[config.mk]
export PLATFORM = sky130hd
export DESIGN_NAME = bomb_object_drawer_flat
export DESIGN_NICKNAME = d
export VERILOG_FILES = /design/src/rtl/bomb_object_drawer_if.sv /design/src/rtl/bomb_object_drawer.sv /design/src/flat_wrapper.sv
export SDC_FILE = /design/constraint.sdc
export NUM_CORES = 1
export LEC_CHECK = 0
export BUFFER_PORTS_ARGS = -buffer_cell sky130_fd_sc_hd__buf_2
export CAP_MARGIN = 20
export CORE_AREA = 2 2 89 91
export DETAILED_ROUTE_END_ITERATION = 7
export DIE_AREA = 0 0 91 93
export PLACE_DENSITY = 0.58
export SETUP_SLACK_MARGIN = 0.15
export SLEW_MARGIN = 20
export SYNTH_ARGS = -nofsm -noshare
export SYNTH_HDL_FRONTEND = slang
export SYNTH_SLANG_ARGS = --single-unit
[constraint.sdc]
create_clock -name clk -period 2 [get_ports clk]
set_input_delay 0.2 -clock clk [delete_from_list [all_inputs] [get_ports clk]]
set_output_delay 0.2 -clock clk [all_outputs]
set_load 0.005 [all_outputs]
[src/rtl/bomb_object_drawer_if.sv]
// Signal bundle between a bomb drawer and its environment (placement, scan position, draw/status outputs).
// With BOMB_REMOTE_DETONATE_EN defined the bundle also carries the remote detonate request.
interface bomb_object_drawer_if;
  logic        startOfFrame;
  logic        placeBomb;
  logic [10:0] placeX;
  logic [10:0] placeY;
  logic [10:0] pixelX;
  logic [10:0] pixelY;
`ifdef BOMB_REMOTE_DETONATE_EN
  logic        detonate;
`endif
  logic        drawingRequest;
  logic [7:0]  RGBout;
  logic        busy;
  logic        exploding;
  logic        explodeStart;

  modport master (
`ifdef BOMB_REMOTE_DETONATE_EN
    output detonate,
`endif
    output startOfFrame, placeBomb, placeX, placeY, pixelX, pixelY,
    input  drawingRequest, RGBout, busy, exploding, explodeStart
  );

  modport slave (
`ifdef BOMB_REMOTE_DETONATE_EN
    input  detonate,
`endif
    input  startOfFrame, placeBomb, placeX, placeY, pixelX, pixelY,
    output drawingRequest, RGBout, busy, exploding, explodeStart
  );
endinterface

[src/rtl/bomb_object_drawer.sv]
// Single-bomb VGA drawer: tile-snapped placement, frame-counted fuse with blink, cross-shaped blast.
// Optional BOMB_REMOTE_DETONATE_EN adds a detonate input that cuts the fuse short.
module bomb_object_drawer #(
  parameter int         TILE_LOG2    = 5,
  parameter int         FUSE_FRAMES  = 120,
  parameter int         BLINK_FRAMES = 8,
  parameter int         BLAST_FRAMES = 30,
  parameter int         BLAST_RANGE  = 2,
  parameter logic [7:0] BOMB_RGB     = 8'h49,
  parameter logic [7:0] FLASH_RGB    = 8'hFF,
  parameter logic [7:0] BLAST_RGB    = 8'hF0
) (
  input logic                   clk,
  input logic                   resetN,
  bomb_object_drawer_if.slave   io_bomb
);

  localparam int TW    = 11 - TILE_LOG2;
  localparam int CNT_W = $clog2((FUSE_FRAMES > BLAST_FRAMES) ? FUSE_FRAMES : BLAST_FRAMES) + 1;
  localparam int BLINK_START = (3 * FUSE_FRAMES) / 4;
  localparam logic signed [TW:0] RANGE_S = (TW+1)'(BLAST_RANGE);

  typedef enum logic [1:0] {S_IDLE = 2'd0, S_FUSE = 2'd1, S_BLAST = 2'd2} state_t;

  state_t            r_state, w_state_nxt;
  logic [CNT_W-1:0]  r_frame_cnt, w_cnt_nxt;
  logic [TW-1:0]     r_tile_x, r_tile_y, w_tile_x_nxt, w_tile_y_nxt;
  logic              w_explode_nxt;
  logic              r_draw, r_busy, r_exploding, r_explode_start;
  logic [7:0]        r_rgb;
  logic              w_hit;
  logic [7:0]        w_rgb;
  logic              w_detonate;
  logic [TW-1:0]     w_px_t, w_py_t;
  logic signed [TW:0] w_dx, w_dy, w_adx, w_ady;
  logic              w_on_tile, w_in_arm, w_flash;

`ifdef BOMB_REMOTE_DETONATE_EN
  assign w_detonate = io_bomb.detonate;
`else
  assign w_detonate = 1'b0;
`endif

  assign w_px_t = TW'(io_bomb.pixelX >> TILE_LOG2);
  assign w_py_t = TW'(io_bomb.pixelY >> TILE_LOG2);

  // Zero-extended signed differences keep arms near tile 0 from wrapping to high tiles
  assign w_dx  = $signed({1'b0, w_px_t}) - $signed({1'b0, r_tile_x});
  assign w_dy  = $signed({1'b0, w_py_t}) - $signed({1'b0, r_tile_y});
  assign w_adx = w_dx[TW] ? -w_dx : w_dx;
  assign w_ady = w_dy[TW] ? -w_dy : w_dy;

  assign w_on_tile = (w_px_t == r_tile_x) && (w_py_t == r_tile_y);
  assign w_in_arm  = ((w_dy == {(TW+1){1'b0}}) && (w_adx <= RANGE_S)) ||
                     ((w_dx == {(TW+1){1'b0}}) && (w_ady <= RANGE_S));
  assign w_flash   = (r_frame_cnt >= CNT_W'(BLINK_START)) &&
                     (((r_frame_cnt / CNT_W'(BLINK_FRAMES)) & CNT_W'(1)) != {CNT_W{1'b0}});

  // State register plus registered draw and status outputs
  always_ff @(posedge clk) begin
    if (!resetN) begin
      r_state         <= S_IDLE;
      r_frame_cnt     <= {CNT_W{1'b0}};
      r_tile_x        <= {TW{1'b0}};
      r_tile_y        <= {TW{1'b0}};
      r_draw          <= 1'b0;
      r_rgb           <= 8'h00;
      r_busy          <= 1'b0;
      r_exploding     <= 1'b0;
      r_explode_start <= 1'b0;
    end else begin
      r_state         <= w_state_nxt;
      r_frame_cnt     <= w_cnt_nxt;
      r_tile_x        <= w_tile_x_nxt;
      r_tile_y        <= w_tile_y_nxt;
      r_draw          <= w_hit;
      r_rgb           <= w_rgb;
      r_busy          <= (w_state_nxt != S_IDLE);
      r_exploding     <= (w_state_nxt == S_BLAST);
      r_explode_start <= w_explode_nxt;
    end
  end

  // Next-state, frame counter and placement latch
  always_comb begin
    w_state_nxt   = r_state;
    w_cnt_nxt     = r_frame_cnt;
    w_tile_x_nxt  = r_tile_x;
    w_tile_y_nxt  = r_tile_y;
    w_explode_nxt = 1'b0;
    case (r_state)
      S_IDLE: begin
        if (io_bomb.placeBomb) begin
          w_state_nxt  = S_FUSE;
          w_cnt_nxt    = {CNT_W{1'b0}};
          w_tile_x_nxt = TW'(io_bomb.placeX >> TILE_LOG2);
          w_tile_y_nxt = TW'(io_bomb.placeY >> TILE_LOG2);
        end else begin
          w_state_nxt  = S_IDLE;
        end
      end
      S_FUSE: begin
        if (w_detonate ||
            (io_bomb.startOfFrame && (r_frame_cnt == CNT_W'(FUSE_FRAMES - 1)))) begin
          w_state_nxt   = S_BLAST;
          w_cnt_nxt     = {CNT_W{1'b0}};
          w_explode_nxt = 1'b1;
        end else if (io_bomb.startOfFrame) begin
          w_cnt_nxt = r_frame_cnt + CNT_W'(1);
        end else begin
          w_cnt_nxt = r_frame_cnt;
        end
      end
      S_BLAST: begin
        if (io_bomb.startOfFrame && (r_frame_cnt == CNT_W'(BLAST_FRAMES - 1))) begin
          w_state_nxt = S_IDLE;
          w_cnt_nxt   = {CNT_W{1'b0}};
        end else if (io_bomb.startOfFrame) begin
          w_cnt_nxt = r_frame_cnt + CNT_W'(1);
        end else begin
          w_cnt_nxt = r_frame_cnt;
        end
      end
      default: begin
        w_state_nxt = S_IDLE;
        w_cnt_nxt   = {CNT_W{1'b0}};
      end
    endcase
  end

  // Pixel hit and colour for the current scan position
  always_comb begin
    w_hit = 1'b0;
    w_rgb = 8'h00;
    case (r_state)
      S_FUSE: begin
        if (w_on_tile) begin
          w_hit = 1'b1;
          w_rgb = w_flash ? FLASH_RGB : BOMB_RGB;
        end else begin
          w_hit = 1'b0;
        end
      end
      S_BLAST: begin
        if (w_in_arm) begin
          w_hit = 1'b1;
          w_rgb = BLAST_RGB;
        end else begin
          w_hit = 1'b0;
        end
      end
      default: begin
        w_hit = 1'b0;
        w_rgb = 8'h00;
      end
    endcase
  end

  assign io_bomb.drawingRequest = r_draw;
  assign io_bomb.RGBout         = r_rgb;
  assign io_bomb.busy           = r_busy;
  assign io_bomb.exploding      = r_exploding;
  assign io_bomb.explodeStart   = r_explode_start;

endmodule
[src/flat_wrapper.sv]
// flat-port wrapper written by rule: the top's interface ports become plain ports
module bomb_object_drawer_flat 
#(
  parameter int         TILE_LOG2    = 5,
  parameter int         FUSE_FRAMES  = 120,
  parameter int         BLINK_FRAMES = 8,
  parameter int         BLAST_FRAMES = 30,
  parameter int         BLAST_RANGE  = 2,
  parameter logic [7:0] BOMB_RGB     = 8'h49,
  parameter logic [7:0] FLASH_RGB    = 8'hFF,
  parameter logic [7:0] BLAST_RGB    = 8'hF0
)
  (clk, resetN, io_bomb_startOfFrame, io_bomb_placeBomb, io_bomb_placeX, io_bomb_placeY, io_bomb_pixelX, io_bomb_pixelY, io_bomb_drawingRequest, io_bomb_RGBout, io_bomb_busy, io_bomb_exploding, io_bomb_explodeStart);
  bomb_object_drawer_if io_bomb_i ();
  input logic clk;
  input logic resetN;
  input wire logic [$bits(io_bomb_i.startOfFrame)-1:0] io_bomb_startOfFrame;
  input wire logic [$bits(io_bomb_i.placeBomb)-1:0] io_bomb_placeBomb;
  input wire logic [$bits(io_bomb_i.placeX)-1:0] io_bomb_placeX;
  input wire logic [$bits(io_bomb_i.placeY)-1:0] io_bomb_placeY;
  input wire logic [$bits(io_bomb_i.pixelX)-1:0] io_bomb_pixelX;
  input wire logic [$bits(io_bomb_i.pixelY)-1:0] io_bomb_pixelY;
  output wire logic [$bits(io_bomb_i.drawingRequest)-1:0] io_bomb_drawingRequest;
  output wire logic [$bits(io_bomb_i.RGBout)-1:0] io_bomb_RGBout;
  output wire logic [$bits(io_bomb_i.busy)-1:0] io_bomb_busy;
  output wire logic [$bits(io_bomb_i.exploding)-1:0] io_bomb_exploding;
  output wire logic [$bits(io_bomb_i.explodeStart)-1:0] io_bomb_explodeStart;
  assign io_bomb_i.startOfFrame = io_bomb_startOfFrame;
  assign io_bomb_i.placeBomb = io_bomb_placeBomb;
  assign io_bomb_i.placeX = io_bomb_placeX;
  assign io_bomb_i.placeY = io_bomb_placeY;
  assign io_bomb_i.pixelX = io_bomb_pixelX;
  assign io_bomb_i.pixelY = io_bomb_pixelY;
  assign io_bomb_drawingRequest = io_bomb_i.drawingRequest;
  assign io_bomb_RGBout = io_bomb_i.RGBout;
  assign io_bomb_busy = io_bomb_i.busy;
  assign io_bomb_exploding = io_bomb_i.exploding;
  assign io_bomb_explodeStart = io_bomb_i.explodeStart;
  bomb_object_drawer #(.TILE_LOG2(TILE_LOG2), .FUSE_FRAMES(FUSE_FRAMES), .BLINK_FRAMES(BLINK_FRAMES), .BLAST_FRAMES(BLAST_FRAMES), .BLAST_RANGE(BLAST_RANGE), .BOMB_RGB(BOMB_RGB), .FLASH_RGB(FLASH_RGB), .BLAST_RGB(BLAST_RGB)) u_core (.clk(clk), .resetN(resetN), .io_bomb(io_bomb_i));
endmodule
Word level (Yosys, flattened, before mapping)
Index checks and enable logic that the tools add are counted.
{"block": "classes", "order_cmp": 3, "multipliers": 0, "eq_ne": 8, "bitwise_logic": 0, "mux": 19, "div_mod_pow": 0, "add_sub_neg": 5, "n_reduce_logical": 13, "shift": 0}
{"cell": "$mux 8", "n": 7}
{"cell": "$pmux 8 s3", "n": 1}
{"cell": "$pmux 8 s2", "n": 1}
{"cell": "$le 7x3->1 const B", "n": 2}
{"cell": "$logic_not 7->1", "n": 2}
{"cell": "$mux 7", "n": 2}
{"cell": "$neg 7->7", "n": 2}
{"cell": "$sub 6x6->7", "n": 2}
{"cell": "$eq 6x6->1", "n": 2}
{"cell": "$add 8x1->8 const B", "n": 1}
{"cell": "$eq 8x5->1 const B", "n": 1}
{"cell": "$eq 8x7->1 const B", "n": 1}
{"cell": "$ge 8x7->1 const B", "n": 1}
{"cell": "$logic_and 1x1->1", "n": 6}
{"cell": "$pmux 2 s3", "n": 1}
{"cell": "$eq 2x2->1 const B", "n": 2}
{"cell": "$mux 1", "n": 4}
{"cell": "$mux 2", "n": 2}
{"cell": "$reduce_and 2->1", "n": 2}
{"cell": "$eq 2x1->1 const B", "n": 1}
{"cell": "$logic_not 2->1", "n": 1}
{"cell": "$ne 2x2->1 const B", "n": 1}
{"cell": "$pmux 1 s2", "n": 1}
{"cell": "$reduce_bool 2->1", "n": 1}
{"cell": "$logic_or 1x1->1", "n": 1}
{"block": "word_totals", "reg_bits": 34, "mem_count": 0, "in_bits": 48, "latchBits": 0, "mem_bits_ro": 0, "mem_bits_rw": 0}

Longest topological paths before layout
{"block": "logic_depth", "word_depth": 8, "ltp_mapped": 10, "ltp_nobuf": 10}

Worst setup path after synthesis
No wires, ideal clock.
{"block": "synth_path", "kind": "reg-to-reg", "from": "register u_core.r_tile_x[0]", "to": "register u_core.r_rgb[5], in the netlist u_core.io_bomb.RGBout[5]", "arrival_time_ps": 2087, "path_stages_with_launch": 10, "synth_period_minus_slack_ps": 2150, "slack_ps": -150, "t_required_ps": 1937, "setup_ps": 63, "path_cell_list": "dfxtp_1 > ha_1 > fa_1 > xor2_2 > or3b_1 > mux2i_1 > o311ai_1 > nor3_2 > o2111ai_1 > nand3b_1"}
{"block": "synth_via", "elab_chain_cells": 8}
{"element": "start: declaration", "line": "bomb_object_drawer.sv:27", "text": "logic [TW-1:0] r_tile_x, r_tile_y, w_tile_x_nxt, w_tile_y_nxt;"}
{"element": "start signal: assignment", "line": "bomb_object_drawer.sv:64", "text": "r_tile_x <= {TW{1'b0}};"}
{"element": "start signal: assignment", "line": "bomb_object_drawer.sv:74", "text": "r_tile_x <= w_tile_x_nxt;"}
{"element": "$sub 6x6->7", "line": "bomb_object_drawer.sv:48", "text": "assign w_dx = $signed({1'b0, w_px_t}) - $signed({1'b0, r_tile_x});"}
{"element": "$neg 7->7", "line": "bomb_object_drawer.sv:50", "text": "assign w_adx = w_dx[TW] ? -w_dx : w_dx;"}
{"element": "$mux 7", "line": "bomb_object_drawer.sv:50"}
{"element": "$le 7x3->1", "line": "bomb_object_drawer.sv:54", "text": "assign w_in_arm = ((w_dy == {(TW+1){1'b0}}) && (w_adx <= RANGE_S)) ||"}
{"element": "$logic_and 1x1->1", "line": "bomb_object_drawer.sv:54"}
{"element": "$logic_or 1x1->1", "line": "bomb_object_drawer.sv:54"}
{"element": "$mux 8", "line": "bomb_object_drawer.sv:145", "text": "if (w_in_arm) begin"}
{"element": "$pmux 8 s2 (*)", "line": "bomb_object_drawer.sv:135", "text": "case (r_state)"}
{"element": "end signal: assignment", "line": "bomb_object_drawer.sv:77", "text": "r_rgb <= w_rgb;"}
{"element": "end: declaration", "line": "bomb_object_drawer.sv:30", "text": "logic [7:0] r_rgb;"}
Mark *: on every way between the ends. The rest lies on a longest branch, timed or not.
A chain may end at the register's enable or synchronous reset.

Final worst setup path
{"block": "layout_path", "from": "register u_core.r_tile_x[0]", "to": "register u_core.r_rgb[6], in the netlist u_core.io_bomb.RGBout[6]"}
Same word-level chain as after synthesis.

==> results.sh <==
export IMPL_status="finished, violations left"
export IMPL_violations="setup timing"
export IMPL_viasPerCell=4.62
export IMPL_firstDrtPassIters=5
export IMPL_critPathSlowestCell="or4b_4"
export IMPL_coreArea_um2=7530
export IMPL_netlist_instances=265
export IMPL_final_common_cell="buf_4"
export IMPL_place_ws_ns=-0.327
export IMPL_cts_tree="built"
export IMPL_synth_top_family_by_area="simple AND/OR/NAND/NOR gates"
export IMPL_synth_compound_area_share_pct=19.1
export IMPL_grt_setup_unrepaired="yes"
export IMPL_worst_path_stages=9
export IMPL_first_global_vias=2074
export IMPL_clock_sinks=29
export IMPL_ys_seq_area_share_pct=27.2
export IMPL_vdd_drop_max_v=0.000217
export IMPL_die_area_um2=8460
export IMPL_p_switching_uw=552
export IMPL_die_y_um=93
export IMPL_clk_path_buf_depth=2
export IMPL_fmax_mhz=440
export IMPL_cts_root_buffer="clkbuf_8"
export IMPL_yosys_area_share_adder_pct=14.2
export IMPL_clk_latency_ns=0.28
export IMPL_place_area_um2=2800
export IMPL_pwr_share_seq_pct=35.7
export IMPL_worst_endpoint_required_ns=2.23
export IMPL_via_count=2079
export IMPL_ys_warn_count=0
export IMPL_synthFlopType="dfxtp_1"
export IMPL_maxSlewViolCount=0
export IMPL_setup_viol=2
export IMPL_timing_final_hold_violations=0
export IMPL_globalplace_congestion=0.839
export IMPL_r2r_slack_ns=-0.27
export IMPL_powerDensity_nw_per_um2=559
export IMPL_min_period_ns=2.27
export IMPL_layout_nets=418
export IMPL_synth_cell_types=53
export IMPL_synthToLayoutAreaGrowth_pct=43.7
export IMPL_wl_per_cell_um=12.2
export IMPL_final_cell_mix="buf_4 (44), buf_2 (39), nand2_1 (34)"
export IMPL_holdCritPathClass="primary input to flip-flop"
export IMPL_max_stage_delay_ns=0.53
export IMPL_synthXorXnorAreaFrac_pct=5.68
export IMPL_path_class="flip-flop to flip-flop"
export IMPL_start_util_pct=28.4
export IMPL_grt_pass1_wl_mm=9.18
export IMPL_p_leak_nw=1.30
export IMPL_ios=60
export IMPL_reg2reg_depth=9
export IMPL_grt_ovfl_total=0
export IMPL_drive_gt1_share_pct=39.9
export IMPL_finalPower_mw=1.72
export IMPL_timing_final_ws_setup_ns=-0.270
export IMPL_internal_power_mw=1.17
export IMPL_cp_cell_sequence="ha_4 -> fa_2 -> xor2_2 -> or3b_4 -> mux2i_4 -> or4b_4 -> a21oi_2 -> o21ai_2 -> nand3b_1"
export IMPL_synth_seq_cells=29
export IMPL_yosys_area_share_simple_pct=25.9
export IMPL_cp_max_fo=3
export IMPL_postCtsHoldBufs=0
export IMPL_pwr_share_comb_pct=36.9
export IMPL_clock_skew_ns=0.00554
export IMPL_clkTransAtPathRegs_ns=0.06
export IMPL_final_area_um2=3070
export IMPL_clockPowerShare_pct=27.4
export IMPL_crit_arrival_ns=2.50
export IMPL_setup_tns_ns=-0.540
export IMPL_crit_path_end_kind="flip-flop"
export IMPL_cp_top_family="simple AND/OR/NAND/NOR gates"
export IMPL_die_w_um=91
export IMPL_antenna_cells=0
export IMPL_mappedNetlistNets=336
export IMPL_drc=0
export IMPL_first_iter_violations=63
export IMPL_syn_cell_area_um2=2140
export IMPL_grt_max_degree=18
export IMPL_grt_use_total_pct=13.4
export IMPL_cp_num_buf_inv=0
export IMPL_period_share_pct=114
export IMPL_slew_limit_headroom_pct=60.0
export IMPL_min_path_cells=3
export IMPL_synth_area_per_cell_um2=8.06
export IMPL_htreeDepth=2
export IMPL_tightestPinTransition_ns=0.597
export IMPL_max_cap_viol_count=0
export IMPL_finalWirelength_mm=5.51
export IMPL_synth_mux_area_share_pct=0.937
export IMPL_synth_edf_count=0
export IMPL_async_reset_ff_share_pct=0
export IMPL_dpl_hpwl_mm=4.17
export IMPL_p_sw_share_pct=32.1
export IMPL_antenna_found_initial=0
export IMPL_ant_nets=0
export IMPL_hold_worst_slack_ns=0.159
export IMPL_worst_setup_path_start_kind="flip-flop"
export IMPL_numCtsBuffers=5
export IMPL_rows=32
export IMPL_portBuffers=39
stage by stage:
stage / cells / util (%)
floorplan: 265 / -
global placement: 439 / 37.2
detailed placement: 439 / 37.2
CTS: 448 / 39.0
global route: 450 / 40.8
finish: 450 / 40.8
per-layer routing:
metal  wire length [um]  GRT usage (%)  up-vias
met5                  0              0        -
met4                 56           4.67        0
met3                125           2.18        5
met2               2810           24.7       29
met1               2510           15.6      965
li1                   -              -     1080
area by class of cell:
cell class | instances | area (um2)
Fill cell | 829 | 4460
Clock inverter | 2 | 10.0
Multi-Input combinational cell | 201 | 1630
Sequential cell | 29 | 593
Timing Repair Buffer | 85 | 548
Inverter | 25 | 93.8
Tap cell | 102 | 128
Clock buffer | 6 | 72.6
cell families after synthesis:
logic type,count (synthesis)
and+or+nand+nor,107
AOI/OAI and AO/OA,56
buffers and inverters,35
DFF,29
adders and majority gates,23
xor gates and xnor gates,13
muxes,2
what timing repair did:
item / 4_1_cts / 5_1_grt
resized for setup: 11 / 28
buffers inserted: 1 / 2
pin swaps: 1 / 6
endpoints found under the setup margin: 3 / 12
gates cloned: 0 / 0
registers in the layout, summed over array words and instances (netlist names):
signal and flops:
u_core.r_tile_y 6, u_core.io_bomb.busy 1, u_core.r_state 2, u_core.io_bomb.explodeStart 1, u_core.io_bomb.RGBout 4, u_core.r_tile_x 6, u_core.io_bomb.exploding 1, u_core.r_frame_cnt 8
path summary, 6_finish.rpt:
check	from	end
setup reg to reg	u_core.r_tile_x[0]	u_core.io_bomb.RGBout[6]
setup / recovery	u_core.r_tile_x[0]	u_core.io_bomb.RGBout[6]
hold reg to reg	u_core.r_tile_x[4]	u_core.r_tile_x[4]
hold / removal	io_bomb_placeX[9]	u_core.r_tile_x[4]
synth_stat cells (3+ instances only):
cell	count	area, um2
o21a_1	4	30.0
xnor2_1	3	26.3
a21boi_0	12	90.1
nor2b_1	6	37.5
and3_1	4	25.0
o21ai_0	5	25.0
a21oi_1	11	55.1
xor2_1	9	78.8
nor2_1	18	67.6
nand2_1	36	135
nand3b_1	3	22.5
nand4_1	6	37.5
or2_2	3	18.8
nand2b_1	6	37.5
clkbuf_1	4	15.0
buf_4	5	37.5
a311o_1	4	40.0
inv_1	25	93.8
dfxtp_1	29	581
nand3_1	7	35.0
ha_1	21	263
worst reg2reg max path: stages (launching register included):
cell	delay, ns
dfxtp_2	0.34
ha_4	0.16
fa_2	0.37
xor2_2	0.17
or3b_4	0.25
mux2i_4	0.08
or4b_4	0.53
a21oi_2	0.14
o21ai_2	0.09
nand3b_1	0.09
power groups by stage:
stage	combinational, mW	clock, mW	sequential [mW]
finish	0.634	0.470	0.612
CTS	0.593	0.489	0.611
global route	0.703	0.515	0.615
floorplan	0.336	0	0.620
global placement	0.570	0	0.622
detailed placement	0.577	0	0.623
Power figures use the tool's default switching activity.
